`src/rtl/dmem_mmio.sv`:
```
`default_nettype none
// ============================================================================
// Module   : dmem_mmio
// Purpose  : Memory-stage data slave for the pipelined RISC-V core. Holds a
//            word-addressed data RAM and a small MMIO region (GPIO register,
//            byte TX FIFO with valid/ready drain, free-running cycle counter).
//            Loads are combinational from the current address; stores commit
//            on the rising edge where MemWriteM is 1.
// Ports    : CLK, RST          clock / synchronous active-high reset
//            ALU_result        byte address (bits [1:0] ignored)
//            Write_Data        store data
//            MemWriteM         store strobe
//            Read_Data         combinational load data
//            gpio_out          GPIO output register
//            tx_data/tx_valid  FIFO head byte / FIFO not empty
//            tx_ready          consumer accepts the head byte
// Options  : DMEM_CYCLE_CNT_EN - when defined, the cycle counter at
//            0x8000_000C is built; otherwise that address reads 0 and
//            ignores writes.
// Revision : 1.0 - initial release
// ============================================================================
module dmem_mmio #(
  parameter int DATA_WIDTH = 32,
  parameter int MEM_DEPTH  = 64,
  parameter int FIFO_DEPTH = 4
) (
  input  logic                  CLK,
  input  logic                  RST,
  input  logic [DATA_WIDTH-1:0] ALU_result,
  input  logic [DATA_WIDTH-1:0] Write_Data,
  input  logic                  MemWriteM,
  output logic [DATA_WIDTH-1:0] Read_Data,
  output logic [DATA_WIDTH-1:0] gpio_out,
  output logic [7:0]            tx_data,
  output logic                  tx_valid,
  input  logic                  tx_ready
);

  localparam int AW = $clog2(MEM_DEPTH);
  localparam int PW = $clog2(FIFO_DEPTH);
  localparam int CW = PW + 1;

  localparam logic [CW-1:0] FULL_CNT = CW'(FIFO_DEPTH);

  // MMIO register map, MSB set, word aligned.
  localparam logic [DATA_WIDTH-1:0] MMIO_BASE   = {1'b1, {(DATA_WIDTH-1){1'b0}}};
  localparam logic [DATA_WIDTH-1:0] GPIO_ADDR   = MMIO_BASE;
  localparam logic [DATA_WIDTH-1:0] TXDATA_ADDR = MMIO_BASE + DATA_WIDTH'(4);
  localparam logic [DATA_WIDTH-1:0] STATUS_ADDR = MMIO_BASE + DATA_WIDTH'(8);
`ifdef DMEM_CYCLE_CNT_EN
  localparam logic [DATA_WIDTH-1:0] CYCLE_ADDR  = MMIO_BASE + DATA_WIDTH'(12);
`endif

  // Byte offset within the word is don't-care for word-only accesses.
  logic [1:0] unused_byte_ofs;
  assign unused_byte_ofs = ALU_result[1:0];

  // --------------------------------------------------------------------------
  // Address decode
  // --------------------------------------------------------------------------
  logic [DATA_WIDTH-3:0] word_addr;
  logic                  in_ram;
  logic [AW-1:0]         ram_idx;
  logic                  is_gpio;
  logic                  is_txdata;
  logic                  is_status;

  assign word_addr = ALU_result[DATA_WIDTH-1:2];
  // With MEM_DEPTH a power of two, "MSB clear and word index below depth"
  // reduces to all bits above the RAM index being zero.
  assign in_ram    = (ALU_result[DATA_WIDTH-1:AW+2] == '0);
  assign ram_idx   = ALU_result[AW+1:2];
  assign is_gpio   = (word_addr == GPIO_ADDR[DATA_WIDTH-1:2]);
  assign is_txdata = (word_addr == TXDATA_ADDR[DATA_WIDTH-1:2]);
  assign is_status = (word_addr == STATUS_ADDR[DATA_WIDTH-1:2]);

  // --------------------------------------------------------------------------
  // Data RAM (contents not reset; reset still blocks a write in its cycle)
  // --------------------------------------------------------------------------
  logic [DATA_WIDTH-1:0] ram [MEM_DEPTH];

  always_ff @(posedge CLK) begin
    if (!RST && MemWriteM && in_ram) begin
      ram[ram_idx] <= Write_Data;
    end
  end

  // --------------------------------------------------------------------------
  // GPIO register
  // --------------------------------------------------------------------------
  logic [DATA_WIDTH-1:0] gpio_q;

  always_ff @(posedge CLK) begin
    if (RST) begin
      gpio_q <= '0;
    end else if (MemWriteM && is_gpio) begin
      gpio_q <= Write_Data;
    end
  end

  assign gpio_out = gpio_q;

  // --------------------------------------------------------------------------
  // TX FIFO
  // --------------------------------------------------------------------------
  logic [7:0]    fifo_mem [FIFO_DEPTH];
  logic [PW-1:0] rd_ptr;
  logic [PW-1:0] wr_ptr;
  logic [CW-1:0] count;
  logic          overflow;
  logic          empty;
  logic          full;
  logic          push_req;
  logic          push;
  logic          pop;
  logic          ovf_set;
  logic          ovf_clr;

  assign empty    = (count == '0);
  assign full     = (count == FULL_CNT);
  assign pop      = tx_valid && tx_ready;
  assign push_req = MemWriteM && is_txdata;
  // A pop in the same edge frees the head slot, so a full FIFO can still
  // accept the new byte.
  assign push     = push_req && (!full || pop);
  assign ovf_set  = push_req && full && !pop;
  assign ovf_clr  = MemWriteM && is_status && Write_Data[2];

  always_ff @(posedge CLK) begin
    if (!RST && push) begin
      fifo_mem[wr_ptr] <= Write_Data[7:0];
    end
  end

  always_ff @(posedge CLK) begin
    if (RST) begin
      rd_ptr   <= '0;
      wr_ptr   <= '0;
      count    <= '0;
      overflow <= 1'b0;
    end else begin
      if (push) begin
        wr_ptr <= wr_ptr + 1'b1;
      end
      if (pop) begin
        rd_ptr <= rd_ptr + 1'b1;
      end
      case ({push, pop})
        2'b10:   count <= count + 1'b1;
        2'b01:   count <= count - 1'b1;
        default: count <= count;
      endcase
      // A new overflow wins over a coincident clear.
      if (ovf_set) begin
        overflow <= 1'b1;
      end else if (ovf_clr) begin
        overflow <= 1'b0;
      end
    end
  end

  assign tx_valid = !empty;
  assign tx_data  = empty ? 8'h00 : fifo_mem[rd_ptr];

  logic [DATA_WIDTH-1:0] status;

  always_comb begin
    status         = '0;
    status[0]      = empty;
    status[1]      = full;
    status[2]      = overflow;
    status[4 +: CW] = count;
  end

  // --------------------------------------------------------------------------
  // Cycle counter
  // --------------------------------------------------------------------------
`ifdef DMEM_CYCLE_CNT_EN
  logic                  is_cycle;
  logic [DATA_WIDTH-1:0] cycle_q;

  assign is_cycle = (word_addr == CYCLE_ADDR[DATA_WIDTH-1:2]);

  always_ff @(posedge CLK) begin
    if (RST) begin
      cycle_q <= '0;
    end else if (MemWriteM && is_cycle) begin
      // Load replaces the increment on this edge.
      cycle_q <= Write_Data;
    end else begin
      cycle_q <= cycle_q + 1'b1;
    end
  end
`endif

  // --------------------------------------------------------------------------
  // Load data mux (old value visible until the write edge)
  // --------------------------------------------------------------------------
  always_comb begin
    Read_Data = '0;
    if (in_ram) begin
      Read_Data = ram[ram_idx];
    end else if (is_gpio) begin
      Read_Data = gpio_q;
    end else if (is_status) begin
      Read_Data = status;
    end
`ifdef DMEM_CYCLE_CNT_EN
    else if (is_cycle) begin
      Read_Data = cycle_q;
    end
`endif
  end

endmodule
`default_nettype wire

```
`config.mk`:
```
export PLATFORM = sky130hd
export DESIGN_NAME = dmem_mmio
export DESIGN_NICKNAME = d
export VERILOG_FILES = /design/src/rtl/dmem_mmio.sv
export SDC_FILE = /design/constraint.sdc
export NUM_CORES = 2
export LEC_CHECK = 0
export ABC_AREA = 1
export CORE_MARGIN = 8
export CORE_UTILIZATION = 55
export CTS_CLUSTER_SIZE = 30
export DETAILED_ROUTE_END_ITERATION = 8
export PLACE_DENSITY = 0.71
export RECOVER_POWER = 50
export SYNTH_ARGS = -nofsm -noshare
export SYNTH_HDL_FRONTEND = slang
export SYNTH_SLANG_ARGS = --single-unit
```
`constraint.sdc`:
```
create_clock -name CLK -period 8.71 [get_ports CLK]
set_input_delay 1.742 -clock CLK [delete_from_list [all_inputs] [get_ports CLK]]
set_output_delay 1.742 -clock CLK [all_outputs]
set_load 0.05 [all_outputs]
```
==> results by group <==
Status
  • Run status: finished, violations left
  • Failing checks: max-capacitance violations, max-slew violations

Power
  • Power Density: about 220 nW/µm²
  • VDD IR max: approximately 0.21 mV
  • P_leak: 41.57 nW
  • Power, Total: approximately 22 mW

Synth
  • Ys Warns: 0
  • Synth area leader: edfxtp_1
  • Sequential fraction of the synthesis area: 0.7069
  • Synthesized area: slightly below 90,000 µm²
  • Post-Syn Area per Cell: slightly above 10 µm²
  • Post-synthesis cell type count: 24
  • Yosys reg bits: 2,122
  • Net count after synthesis: between 8,000 and 9,000
  • Syn Inst Count: a little under 9,000
  • Ranking of synthesized cells by area: edfxtp_1 (70%), nand2_1 (24%), buf_2 (1.3%), nor2_1 (1.0%), dfxtp_1 (0.94%)
  • Yosys top cell area share: 0.6975

Critical path
  • Worst reg2reg endpoint: count[1]$_SDFFE_PP0P_
  • CP Class: in -> out
  • Critical path's slowest cell: nor2_1
  • Crit-path max cell delay: about 1400 ps
  • CP max FO: 108
  • CP Data Required Time: roughly 7000 ps
  • Reg2Reg Depth: 8
  • FF-to-FF setup slack: 4770 ps
  • Crit path capture type: output port
  • Largest delay share family, worst path: buffers and inverters
  • Arrival @ worst endpoint: roughly 6000 ps
  • Reg2reg start: count[2]$_SDFFE_PP0P_
  • Worst path cell trace: buf_8, inv_8, nand3_1, nor2_1, buf_4, nand3_1, nand2_1, nand2_1, inv_1, clkdlybuf4s50_1
  • CP Buf/Inv Count: 5
  • Worst Setup Start Kind: input pin

Run
  • Max-cap violations: 37

Floorplan
  • Starting Density: 0.5520
  • Core footprint: roughly 160,000 µm²
  • Row count: 148
  • Area of the die: around 180,000 µm²
  • # IOs: approximately 140
  • Die W: between 400 and 500 µm
  • Die height: between 400 and 500 µm

Route
  • Total Wirelength: 248,000 µm
  • Drt initial violations: just under 8,000
  • Drt drc: 0
  • Vias: approximately 62,000
  • Drt pass-1 iters: 8
  • Vias per cell: 5.500
  • Routed len/inst: between 20 and 25 µm
  • DRT antenna net count: 0

Timing
  • Setup violators final: 0
  • Max Clk Rate: 0.1278 GHz
  • Fin Setup TNS: 0 ps
  • Hold_ws: just under 500 ps
  • Hold Fails Final Rpt: 0
  • Worst Skew: between 20 and 25 ps
  • RSZ-0062 raised after global routing: false
  • Final slew viol count: roughly 2,200
  • Slew HR: -1.758
  • Post-route minimum period: a little under 8000 ps
  • Worst-margin pin slew: approximately 4100 ps
  • Fin crit share: 0.8981

Finish
  • Final #Nets: ~9,000
  • Layout cell share with drive strength beyond 1: 0.06116
  • Area Growth Syn to Fin: 11.86%

Global route
  • Antenna violations before repair: 10
  • Largest net degree at the start of global routing: between 150 and 200
  • Gr usage total: 0.2759
  • First-pass GRT wire length: ~370,000 µm
  • Overflow after GRT: 0
  • Vias in the first global route: between 50,000 and 60,000

Placement
  • HPWL after detailed placement: 135,200 µm
  • Port bufs: approximately 140
  • Final Wtd Congestion: 0.8932

Clock network
  • CTS tree: done
  • Clock-pin slew on the worst setup and hold paths: approximately 60 ps
  • Clock root buffer: clkbuf_16
  • Cts hold-fix bufs: 0
  • Maximum clock path buffer count: 3
  • H-tree levels: 4
  • Clk sinks: 2,122
  • Post-CTS Setup Bufs: 0
  • Skew-Pair Late Insertion Delay: about 850 ps
  • Post-CTS Resized: 0
  • Number of buffers created by CTS: ~210

Hold path
  • Hold path start: rd_ptr[1]$_SDFFE_PP0P_
  • WHS Endpoint: rd_ptr[1]$_SDFFE_PP0P_
  • HP Class: reg -> reg
  • Worst Hold Depth: 2
-- cell families (layout without fill, tap and decap cells) --
| group | count (synthesis) | in the layout | share of synthesized area |
|---|---|---|---|
| adders and majority gates | 5 | 5 | 0.0007825 |
| buffers and inverters | 564 | 797 | 0.02677 |
| DFF | 2122 | 2122 | 0.7069 |
| AOI/OAI and AO/OA | 84 | 84 | 0.004863 |
| other | 0 | 1 | 0 |
| and+or+nand+nor | 6116 | 6116 | 0.2607 |
-- cell usage after synthesis (all sizes together) --
cell type,count
a21boi,1
a21oi,24
buf,254
clkbuf,212
clkinv,1
dfxtp,42
edfxtp,2080
fa,1
ha,4
inv,97
nand2,5665
nand3,76
nand4,84
nor2,247
nor3,43
o211a,1
o211ai,3
o21ai,55
or2,1
-- where the power goes --
group / internal, mW / total, mW / switching, mW
Combinational: 0.339 / 1.48 / 1.14
Clock: 5.04 / 8.88 / 3.84
Sequential: 11.2 / 11.3 / 0.0150
Total: 16.6 / 21.6 / 5.00
-- area by class of cell --
cell class	instances	area, µm²
sequential	2122	63300
tap	2175	2721
inverter	98	390.4
antenna	1	2.502
timing repair buffer	315	2715
clock inverter	143	1360
clock buffer	241	5339
fill	12590	62050
multi-input combinational	6205	24340
-- per-layer routing --
metal / wire length (µm) / GRT usage
met1: 94260 / 0.3568
met2: 116200 / 0.4504
met3: 23750 / 0.05194
met4: 13780 / 0.1371
met5: 13 / 0
-- state kept, by name, indices dropped and copies added (netlist names), named ones only --
register	cells
rd_ptr	2
gpio_out	32
fifo_mem	32
count	3
wr_ptr	2
overflow	1
ram	2048
-- worst max-delay path by stage --
stage	from	cells after the start	end	slack (ps)
after CTS	ALU_result[2]	17	Read_Data[4]	1400
after floorplan	ALU_result[2]	10	Read_Data[0]	3340
after detailed placement	ALU_result[2]	17	Read_Data[4]	1410
final	ALU_result[2]	10	Read_Data[26]	890
after global placement	ALU_result[2]	17	Read_Data[4]	1400
after global routing	ALU_result[2]	10	Read_Data[27]	820
-- placed cells by master, fill, tap and decap left out, types with 22 or more instances in the layout --
cell type and count:
nand2_1 5665, edfxtp_1 2080, clkbuf_16 208, nor2_1 182, buf_4 122, inv_1 94
nand4_1 84, nand3_1 76, clkbuf_1 70, clkdlybuf4s50_1 65, nor2_4 63, o21ai_0 53
clkinv_1 50, clkinv_2 48, dfxtp_1 42, nor3_1 36, dlygate4sd3_1 33, buf_2 30
a21oi_1 24, buf_12 24, bufinv_16 22
-- through the flow --
step	instance area, µm²	utilization	std cells	setup WS, ps
after global routing	100200	0.6175	11300	823.4
after CTS	100300	0.6185	11300	1401
after detailed placement	93630	0.5772	10920	1413
after floorplan	89540	-	8891	3336
after global placement	93630	0.5772	10920	1404
final	100200	0.6175	11300	887.3
-- worst min-delay path, cell delays in order (launching register included) --
cell and delay (ps):
dfxtp_1 300, inv_1 60, a21oi_1 80
(Power assumes the default switching activity.)
